### src/rtl/multicycle_ctrl.sv
// Main control unit of a multicycle MIPS-style datapath: a Moore FSM whose
// strobes and mux selects depend on the current state alone.
module multicycle_ctrl #(
  parameter int MEM_WAIT = 1,
  parameter int STATE_W  = 6
) (
  input  logic               clock,
  input  logic               reset,
  input  logic [5:0]         OPcode,
  input  logic [5:0]         funct,
  output logic               EscreveMem,
  output logic               EscrevePC,
  output logic               EscrevePCCondEQ,
  output logic               EscrevePCCondNE,
  output logic               RegDst,
  output logic               EscreveReg,
  output logic               IouD,
  output logic               EscreveIR,
  output logic               EscreveMDR,
  output logic               EscreveAluOut,
  output logic               OrigAALU,
  output logic [1:0]         OrigPC,
  output logic [1:0]         MemparaReg,
  output logic [1:0]         OrigBALU,
  output logic [1:0]         OpALU,
  output logic               Excecao,
  output logic [STATE_W-1:0] State
);

  typedef enum logic [4:0] {
    MEM_READ    = 5'd0,
    ESPERA      = 5'd1,
    IR_WRITE    = 5'd2,
    DECOD       = 5'd3,
    CLASSE_R    = 5'd4,
    WRITE_RD    = 5'd5,
    REF_MEM     = 5'd6,
    LOAD        = 5'd7,
    STORE       = 5'd8,
    END_REF_MEM = 5'd9,
    BREAK       = 5'd10,
    NOP         = 5'd11,
    BEQ         = 5'd12,
    BNE         = 5'd13,
    LUI         = 5'd14,
    JUMP        = 5'd15,
    LOAD_ESPERA = 5'd16,
    ADDI        = 5'd17,
    ADDI_WR     = 5'd18,
    EXCECAO     = 5'd19
  } stateT;

  localparam logic [5:0] OP_RTYPE = 6'h00;
  localparam logic [5:0] OP_J     = 6'h02;
  localparam logic [5:0] OP_BEQ   = 6'h04;
  localparam logic [5:0] OP_BNE   = 6'h05;
  localparam logic [5:0] OP_ADDI  = 6'h08;
  localparam logic [5:0] OP_LUI   = 6'h0F;
  localparam logic [5:0] OP_LW    = 6'h23;
  localparam logic [5:0] OP_SW    = 6'h2B;
  localparam logic [5:0] FN_NOP   = 6'h00;
  localparam logic [5:0] FN_BREAK = 6'h0D;

  // Last count value of a memory wait; MEM_WAIT=1 makes each wait state one cycle.
  localparam logic [3:0] WAIT_LAST = 4'(MEM_WAIT - 1);

  stateT      state;
  stateT      nextState;
  logic [3:0] waitCount;
  logic       inWait;
  logic       waitDone;

  assign inWait   = (state == ESPERA) || (state == LOAD_ESPERA);
  assign waitDone = (waitCount == WAIT_LAST);
  assign State    = STATE_W'(state);

  // NOTE: sequential state uses non-blocking assignments so every register
  // samples the pre-edge values, independent of statement order.
  always_ff @(posedge clock) begin
    if (reset) begin
      state     <= MEM_READ;
      waitCount <= '0;
    end else begin
      state     <= nextState;
      // Counter starts at 0 on entry to a wait state and counts while it stays there.
      waitCount <= (inWait && (nextState == state)) ? waitCount + 4'd1 : '0;
    end
  end

  // NOTE: nextState gets a default before the case so no path leaves it
  // unassigned, which would otherwise infer a latch.
  always_comb begin
    nextState = MEM_READ;
    case (state)
      MEM_READ:    nextState = ESPERA;
      ESPERA:      nextState = waitDone ? IR_WRITE : ESPERA;
      IR_WRITE:    nextState = DECOD;
      DECOD: begin
        case (OPcode)
          OP_RTYPE: begin
            if (funct == FN_BREAK)    nextState = BREAK;
            else if (funct == FN_NOP) nextState = NOP;
            else                      nextState = CLASSE_R;
          end
          OP_J:         nextState = JUMP;
          OP_BEQ:       nextState = BEQ;
          OP_BNE:       nextState = BNE;
          OP_ADDI:      nextState = ADDI;
          OP_LW, OP_SW: nextState = REF_MEM;
          OP_LUI:       nextState = LUI;
          default:      nextState = EXCECAO;
        endcase
      end
      CLASSE_R:    nextState = WRITE_RD;
      WRITE_RD:    nextState = MEM_READ;
      // IR is held, so only LW or SW can reach here.
      REF_MEM:     nextState = (OPcode == OP_SW) ? STORE : LOAD;
      LOAD:        nextState = LOAD_ESPERA;
      LOAD_ESPERA: nextState = waitDone ? END_REF_MEM : LOAD_ESPERA;
      END_REF_MEM: nextState = MEM_READ;
      ADDI:        nextState = ADDI_WR;
      ADDI_WR:     nextState = MEM_READ;
      BREAK:       nextState = BREAK;
      STORE, NOP, BEQ, BNE, LUI, JUMP, EXCECAO: nextState = MEM_READ;
      default:     nextState = MEM_READ;
    endcase
  end

  always_comb begin
    EscreveMem      = 1'b0;
    EscrevePC       = 1'b0;
    EscrevePCCondEQ = 1'b0;
    EscrevePCCondNE = 1'b0;
    RegDst          = 1'b0;
    EscreveReg      = 1'b0;
    IouD            = 1'b0;
    EscreveIR       = 1'b0;
    EscreveMDR      = 1'b0;
    EscreveAluOut   = 1'b0;
    OrigAALU        = 1'b0;
    OrigPC          = 2'b00;
    MemparaReg      = 2'b00;
    OrigBALU        = 2'b00;
    OpALU           = 2'b00;
    Excecao         = 1'b0;
    case (state)
      MEM_READ: begin
        EscrevePC = 1'b1;
        OrigBALU  = 2'b01;
      end
      IR_WRITE: begin
        EscreveIR     = 1'b1;
        OrigBALU      = 2'b11;
        EscreveAluOut = 1'b1;
      end
      CLASSE_R: begin
        OrigAALU      = 1'b1;
        OpALU         = 2'b10;
        EscreveAluOut = 1'b1;
      end
      WRITE_RD: begin
        RegDst     = 1'b1;
        EscreveReg = 1'b1;
        OpALU      = 2'b10;
      end
      REF_MEM, ADDI: begin
        OrigAALU      = 1'b1;
        OrigBALU      = 2'b10;
        EscreveAluOut = 1'b1;
      end
      LOAD, LOAD_ESPERA: begin
        IouD       = 1'b1;
        EscreveMDR = 1'b1;
      end
      STORE: begin
        IouD       = 1'b1;
        EscreveMem = 1'b1;
      end
      END_REF_MEM: begin
        EscreveReg = 1'b1;
        MemparaReg = 2'b01;
      end
      ADDI_WR: begin
        EscreveReg = 1'b1;
        MemparaReg = 2'b00;
      end
      BEQ: begin
        OrigAALU        = 1'b1;
        OpALU           = 2'b01;
        OrigPC          = 2'b01;
        EscrevePCCondEQ = 1'b1;
      end
      BNE: begin
        OrigAALU        = 1'b1;
        OpALU           = 2'b01;
        OrigPC          = 2'b01;
        EscrevePCCondNE = 1'b1;
      end
      LUI: begin
        EscreveReg = 1'b1;
        MemparaReg = 2'b10;
      end
      JUMP: begin
        EscrevePC = 1'b1;
        OrigPC    = 2'b10;
      end
      // Trap: redirect PC to the exception vector without touching registers or memory.
      EXCECAO: begin
        Excecao   = 1'b1;
        EscrevePC = 1'b1;
        OrigPC    = 2'b11;
      end
      default: ;
    endcase
  end

endmodule

### config.mk
export PLATFORM = sky130hd
export DESIGN_NAME = multicycle_ctrl
export DESIGN_NICKNAME = d
export VERILOG_FILES = /design/src/rtl/multicycle_ctrl.sv
export SDC_FILE = /design/constraint.sdc
export NUM_CORES = 1
export LEC_CHECK = 0
export ABC_AREA = 1
export CORE_MARGIN = 8
export CORE_UTILIZATION = 45
export CTS_CLUSTER_DIAMETER = 30
export DETAILED_ROUTE_END_ITERATION = 6
export MAX_ROUTING_LAYER = met4
export PLACE_DENSITY = 0.91
export SKIP_LAST_GASP = 1
export SLEW_MARGIN = 10
export SYNTH_ARGS = -nofsm -noshare
export SYNTH_HDL_FRONTEND = slang
export SYNTH_SLANG_ARGS = --single-unit
export TNS_END_PERCENT = 20
### constraint.sdc
create_clock -name clock -period 2.5 [get_ports clock]
set_input_delay 0.625 -clock clock [delete_from_list [all_inputs] [get_ports clock]]
set_output_delay 0.625 -clock clock [all_outputs]
set_load 0.005 [all_outputs]
# After elaboration in Yosys (flattened, before gate mapping)
# Index checks and enable logic that the tools add are counted.
dict set report classes {
  n_div 0
  addsub 1
  shifts 0
  reduce_logical 17
  mux 23
  bitwise 1
  n_eq_ne 27
  n_mul 0
  order_cmp 0
}
# op count
set op_table {}
lappend op_table {{5-bit case mux with 10 select lines} 1}
lappend op_table {{5-bit by 4-bit equality test with 1-bit output, second input constant} 7}
lappend op_table {{5-bit case mux with 7 select lines} 1}
lappend op_table {{5-bit by 3-bit equality test with 1-bit output, second input constant} 4}
lappend op_table {{5-bit equality test, second input constant} 4}
lappend op_table {{6-bit by 4-bit equality test with 1-bit output, second input constant} 3}
lappend op_table {{6-bit by 3-bit equality test with 1-bit output, second input constant} 2}
lappend op_table {{6-bit equality test, second input constant} 2}
lappend op_table {{6-bit zero test} 2}
lappend op_table {{1-bit 2-to-1 mux} 12}
lappend op_table {{4-bit 2-to-1 mux} 3}
lappend op_table {{2-bit case mux with 3 select lines} 2}
lappend op_table {{2-bit OR reduction} 6}
lappend op_table {{5-bit by 2-bit equality test with 1-bit output, second input constant} 2}
lappend op_table {{2-bit case mux with 2 select lines} 2}
lappend op_table {{4-bit OR reduction} 2}
lappend op_table {{6-bit by 2-bit equality test with 1-bit output, second input constant} 1}
lappend op_table {{3-bit OR reduction} 2}
lappend op_table {{5-bit by 1-bit equality test with 1-bit output, second input constant} 1}
lappend op_table {{5-bit equality test} 1}
lappend op_table {{5-bit zero test} 1}
lappend op_table {{5-bit 2-to-1 mux} 1}
lappend op_table {{5-bit OR reduction} 1}
lappend op_table {{4-bit by 1-bit adder with 4-bit output, second input constant} 1}
lappend op_table {{other kinds (5)} 5}
dict set report totals {
  elab_cells 71
  n_memories 0
  register_bits 9
  out_inout_bits 26
  latchBits 0
  ramBits 0
  rom_bits 0
  inputBits 14
}

# Longest topological paths before layout
# Gate-level depths: netlist of the first run.
dict set report logic_depth {
  depth_word 9
  ltp_mapped 12
  ltp_nobuf 12
}

# Worst setup path before layout of the first run
# No wires, ideal clock.
dict set report synth_timing {
  path_type {reg2out}
  start {reg state[3]}
  end {out EscreveAluOut}
  n_path_buf 0
  required_time_ps 1875
  arrival_time_ps 1110
  slack_ps 765
  path_stages_with_launch 5
  cell_sequence {dfxtp_1 -> nor2_4 -> nand3_1 -> o21ai_0 -> or2_2}
}
dict set report synth_between {
  elab_chain_len 3
}
# element line
set synth_rtl {}
lappend synth_rtl {{from (decl)} 67} ;# stateT state;
lappend synth_rtl {{from (signal assigned)} 84} ;# state <= nextState;
lappend synth_rtl {{5-bit by 3-bit equality test with 1-bit output, or another cell as far along} 146} ;# case (state)
lappend synth_rtl {{4-bit OR reduction (no line) *} n/a}
lappend synth_rtl {{1-bit 2-to-1 mux *} 146}
lappend synth_rtl {{to (decl)} 20} ;# output logic EscreveAluOut,
# Mark *: on every way between the ends. The rest lies on a longest branch, timed or not.

# Worst setup path after layout of the first run
dict set report layout_timing {
  start {reg state[0]}
  end {out EscreveAluOut}
}
# Same word-level chain as after synthesis.

==> out/summary.txt, run 1 <==
status - completed
Max Clk Rate - 411 MHz
Final #Nets - 228
Final setup viols - 0
Port Buf Inserts - 38
cts hold-fix bufs - 0
Async SR Flop Fraction - 0%
crit-path max FO - 3
post-synth top area share - 19.6%
Netlist Area Pre-Place - 917 µm²
EDFF count, synth - 0
postcts setup bufs - 0
fin. max-slew vios - 0
register area share after synthesis - 19.6%
Reg clk slew, reported paths - 0.06 ns
crit start category - flip-flop
initial core utilization - 47.2%
Area Growth Syn to Fin - 51.2%
cts bufs inserted - 3
maxcap violations - 0
Die Area - 3740 µm²
row cnt - 16
Die W - 61.1 µm
CP Launch Point - state[0]
Required @ worst endpoint - 1.88 ns
VDD IR max - 0.381 mV
Ports - 40
total track usage - 15.9%
reg2reg end - waitCount[3]
largest net degree at the start of global routing - 9
critical path class - reg2out
DRC - 0
Core Region - 1940 µm²
top_reg_cell synth - dfxtp_1
FF-to-FF setup slack - 0.92 ns
Synth Instances - 169
setup_tns - 0 ns
RR Startpoint - state[0]
DR pass1 iterations - 4
Wirelength per Cell - 11.8 µm
die extent in y - 61.1 µm
TritonCTS clock tree - built
clk buf depth - 2
Final Core Density - 71.4%
Detail Route Antenna Nets - 0
period utilisation layout - 97.3%
detailed placement HPWL - 2.40 mm
vias in the first global route - 1180
minimum clock period - 2.43 ns
grt ovf - 0
Avg Vias per Cell - 5.05
Leakage - 0.679 nW
layout cell share with drive strength beyond 1 - 11.4%
Netlist cell types - 22
YS warnings - 0
CTS HTree Levels - 1
worst setup path end - EscreveAluOut
Hold Path Class - reg2reg
clk_skew - 0.000481 ns
endpoint type of the worst setup path - output port
initial antenna violation count - 0
clk sinks - 9
Pwr Density - 564 nW/µm²
Synth top cells by count - nand2_1, nor2_1, inv_1, nand3_1, dfxtp_1
Post-Syn Nets - 185
Iter 0 DRT Violations - 21
via count - 1202
Avg Cell Area, Syn - 5.43 µm²
final hold violations - 0
RSZ-0062 raised after global routing - yes
first-pass GRT wire length - 4.57 mm
diodes inserted - 0
Post-Route WL - 2.82 mm
Worst R2R Path Depth - 12
GPL Wtd Cong - 0.949
number of synthesized register bits - 9
CP Data Arrival Time - 1.81 ns
clk root buf - clkbuf_4
largest cells by area after synthesis - dfxtp_1, nand2_1, nor2_1
Layout fillers - 176
worst-skew pair later-pin latency - 0.26 ns
area leader, netlist - dfxtp_1
==> logic make-up (layout without fill, tap and decap cells) <==
| family | after synthesis | count (layout) | share of synthesized area [%] |
|---|---|---|---|
| flip-flops | 9 | 9 | 19.6 |
| AO/OA/AOI/OAI | 13 | 13 | 8.19 |
| XOR/XNOR | 2 | 2 | 1.91 |
| adder cells (fa/ha/maj) | 2 | 2 | 2.73 |
| buffers and inverters | 29 | 71 | 12.3 |
| other | 1 | 1 | 0.409 |
| AND/OR/NAND/NOR | 113 | 113 | 54.8 |
==> per-layer routing <==
layer  part of all wire [%]  track usage (%)  wire, µm
met1                     39             14.9      1110
met5                      0                -         0
met4                    2.3             8.64        65
met3                    9.7             4.59       272
met2                     49             28.5      1370
==> final cells by class <==
type	instances	area, µm²	share of cell area (%)
Multi-Input combinational cell	131	647	46.7
Timing Repair Buffer	39	390	28.2
Sequential cell	9	184	13.3
Inverter	28	105	7.58
Tap cell	27	33.8	2.44
Clock buffer	4	26.3	1.90
==> worst max-delay path, stage by stage (launching register included) <==
cell             delay, ns
dfxtp_1               0.32
inv_1                 0.11
nand2_1               0.10
nor2_1                0.15
inv_1                 0.08
o21ai_1               0.16
or2_2                 0.13
clkdlybuf4s50_1       0.50
==> per-stage QoR <==
stage / setup slack [ns] / hold WS, ns / power (mW) / cell area [µm²] / instances
3_3_place_gp: 0.197 / 0.445 / 0.640 / 1330 / 234
5_1_grt: -0.0700 / 0.498 / 0.854 / 1390 / 238
4_1_cts: -0.0587 / 0.476 / 0.761 / 1360 / 238
2_1_floorplan: 0.765 / 0.430 / 0.436 / 917 / 169
3_5_place_dp: 0.211 / 0.456 / 0.648 / 1330 / 234
6_report: 0.0684 / 0.473 / 0.782 / 1390 / 238
==> sequential cells by signal (all words and copies together), names as in the netlist <==
| register | cells |
|---|---|
| waitCount | 4 |
| state | 5 |
==> how the worst min path moves through the flow <==
stage / startpoint / to / slack [ns] / cells after the start
after floorplan: waitCount[0] / waitCount[0] / 0.43 / 1
final: waitCount[0] / waitCount[0] / 0.47 / 1
after global routing: waitCount[0] / waitCount[0] / 0.50 / 1
after detailed placement: waitCount[0] / waitCount[0] / 0.46 / 1
after global placement: waitCount[0] / waitCount[0] / 0.45 / 1
after CTS: waitCount[0] / waitCount[0] / 0.48 / 1
==> timing repair <==
action	CTS	global route
cloned	0	0
setup endpoints to repair	2	8
resized for setup	1	13
==> cells in the final DEF, fill, tap and decap left out, drive strengths merged <==
cell type / count
xnor2: 1
ha: 2
xor2: 1
clkbuf: 4
a41oi: 1
nor2: 45
conb: 1
nand2: 43
o21ai: 4
dfxtp: 9
nand3: 19
nand4: 2
a21boi: 1
or2: 2
clkdlybuf4s50: 37
nor3b: 1
nor3: 1
dlymetal6s2s: 1
buf: 1
o221ai: 1
a21oi: 6
inv: 28
==> power by group <==
| part | internal [mW] | switching, mW | total (mW) |
|---|---|---|---|
| clock | 0.0615 | 0.0499 | 0.111 |
| combinational | 0.222 | 0.250 | 0.472 |
| sequential | 0.170 | 0.0291 | 0.199 |
No activity file was read; power rests on OpenSTA's default activity.
==> run 2: changes to the inputs <==
- CORE_MARGIN: 8 -> 2
- GPL_TIMING_DRIVEN: not set -> 0
- MAX_ROUTING_LAYER: met4 -> not set
==> run 2 against run 1 <==
Sequential share of layout area up 0.054 points. Hold slack worse by 0.011 ns. First-iteration DRC count up 14%. Global-route usage increased by 5.4 points. Critical path depth decreased by 2. Register-to-register slack gained 0.05 ns. Count of clock-buffer cells in the layout stayed put. Cell area is 0.27% higher. Maximum frequency is 2.2% lower. Via count grew 0.67%. Final cell count unchanged. Clock skew is 0.0034 ns higher.
==> out/summary.txt, run 2 (synthesis gave the netlist of run 1 again) <==
CTS HTree Levels - 1 (unchanged)
Iter 0 DRT Violations - 24 (+14%)
crit start category - flip-flop
Reg clk slew, reported paths - 0.06 ns (about the same)
worst setup margin - 0.0142 ns (-0.0541 ns)
Max Clk Rate - 402 MHz (-2.2%)
GPL Wtd Cong - 0.900 (-5.2%)
RSZ-0062 raised after global routing - yes
VDD IR max - 0.386 mV (+1.2%)
Die W - 49.1 µm (-20%)
Required @ worst endpoint - 1.88 ns (about the same)
initial antenna violation count - 0 (unchanged)
Ports - 40 (unchanged)
diodes inserted - 0 (unchanged)
minimum clock period - 2.49 ns (+0.0541 ns)
Critical Path Max Stage Delay - 0.45 ns (-0.05 ns)
Hold Path Class - reg2reg
Slowest-stage cell, CP - clkdlybuf4s50_1
area of the multi-input gates - 649 µm² (+0.39%)
GRT met3 Usage - 5.52% (+0.93 points)
Final setup viols - 0 (unchanged)
commonest non-fill, non-tap cell in the layout - nand2_1
via count - 1210 (+0.67%)
final hold violations - 0 (unchanged)
total track usage - 21.3% (+5.4 points)
max reg flops - 5 (unchanged)
period utilisation layout - 99.4% (+2.2 points)
grt ovf - 0 (unchanged)
postcts setup bufs - 0 (unchanged)
Area Growth Syn to Fin - 51.6%
CP Cell Sequence - nor2_4 -> nand3_1 -> o21ai_0 -> or2_2 -> clkdlybuf4s50_1
Port Buf Inserts - 38 (unchanged)
most frequent cells in the layout - nand2_1, clkdlybuf4s50_1, nor2_1
GR peak layer - met2
largest registers in the final layout - state (5), waitCount (4)
fin cells - 238 (unchanged)
Avg Vias per Cell - 5.08 (+0.67%)
Post-Route WL - 2.51 mm (-11%)
CP Data Arrival Time - 1.86 ns (+0.05 ns)
Leakage - 0.680 nW (+0.16%)
Die Area - 2420 µm² (-35%)
initial core utilization - 47.2% (unchanged)
Top delay family on crit path - simple AND/OR/NAND/NOR gates
row cnt - 16 (unchanged)
Post-DP Area - 1330 µm² (unchanged)
DR pass1 iterations - 6 (+2)
Detail Route Antenna Nets - 0 (unchanged)
FF+latch area - 185 µm² (+0.68%)
vias in the first global route - 1090 (-7.6%)
TritonCTS clock tree - built
clk root buf - clkbuf_4
final instance area - 1390 µm² (+0.27%)
Wirelength per Cell - 10.6 µm (-11%)
met1 Usage GRT - 22.4% (+7.5 points)
detailed placement HPWL - 2.05 mm (-15%)
Layout fillers - 156 (-11%)
first-pass GRT wire length - 4.20 mm (-8.0%)
Core Region - 1940 µm² (unchanged)
Final #Nets - 228 (unchanged)
Pwr Density - 556 nW/µm² (-1.4%)
cts bufs inserted - 3 (unchanged)
worst-skew pair later-pin latency - 0.26 ns (about the same)
die extent in y - 49.1 µm (-20%)
DP Worst Slack - 0.201 ns (-0.00974 ns)
crit-path max FO - 8 (+5)
dpl cells - 234 (unchanged)
Final Core Density - 71.6% (+0.19 points)
Biggest register - state
maxcap violations - 0 (unchanged)
total power - 773 µW (-1.1%)
DRC - 0 (unchanged)
fin. max-slew vios - 0 (unchanged)
largest net degree at the start of global routing - 9 (unchanged)
status - completed
crit path buf inv count - 1 (-2)
layout cell share with drive strength beyond 1 - 11.4% (unchanged)
endpoint type of the worst setup path - output port
clk sinks - 9 (unchanged)
met2 Use GR - 41.2% (+13 points)
clk buf depth - 2 (unchanged)
clk_skew - 0.00393 ns (+0.00345 ns)
critical path class - reg2out
-- run 2: through the flow --
step | hold slack [ns] | TNS [ns]
after floorplan | 0.430 | 0
after CTS | 0.469 | 0
after detailed placement | 0.456 | 0
final | 0.463 | 0
after global routing | 0.508 | -0.191
after global placement | 0.447 | 0
-- run 2: final timing paths --
kind	startpoint	to	slack (ns)	cells after the start
max	state[3]	EscreveAluOut	0.01	5
min	waitCount[0]	waitCount[0]	0.46	1
max reg2reg	waitCount[0]	waitCount[2]	0.97	11
min reg2reg	waitCount[0]	waitCount[0]	0.46	1
-- run 2: per-layer routing --
layer,vias up,share of wire (%)
met5,-,0
met4,0,0.80
met1,548,42
li1,612,-
met2,46,50
met3,4,6.8
-- run 2: repair_timing --
action / CTS / global route
endpoints found under the hold margin: 0 / 0
endpoints found under the setup margin: 4 / 8
gates resized for setup: 4 / 10
hold buffers: 0 / 0
-- run 2: area by class of cell --
class,instances,area share [%]
plain buffers,1,0.540
clock buffers,4,1.89
inverters,28,7.56
multi-input cells,131,46.7
flip-flops and latches,9,13.3
well taps,27,2.43
repair buffers,38,27.5
-- run 2: power by group --
group / switching [mW] / internal [mW] / total [mW]
logic: 0.245 / 0.216 / 0.461
registers: 0.0317 / 0.170 / 0.202
clock network: 0.0488 / 0.0614 / 0.110
-- run 2: worst register-to-register path, stage by stage (launching register included) --
cell	delay, ns
dfxtp_1	0.33
inv_1	0.06
ha_1	0.12
nor3b_1	0.28
nand2_1	0.12
nand2_1	0.08
nor2_1	0.04
nand2_1	0.09
inv_1	0.06
nand2_1	0.07
nand3_2	0.11
nor2_1	0.11
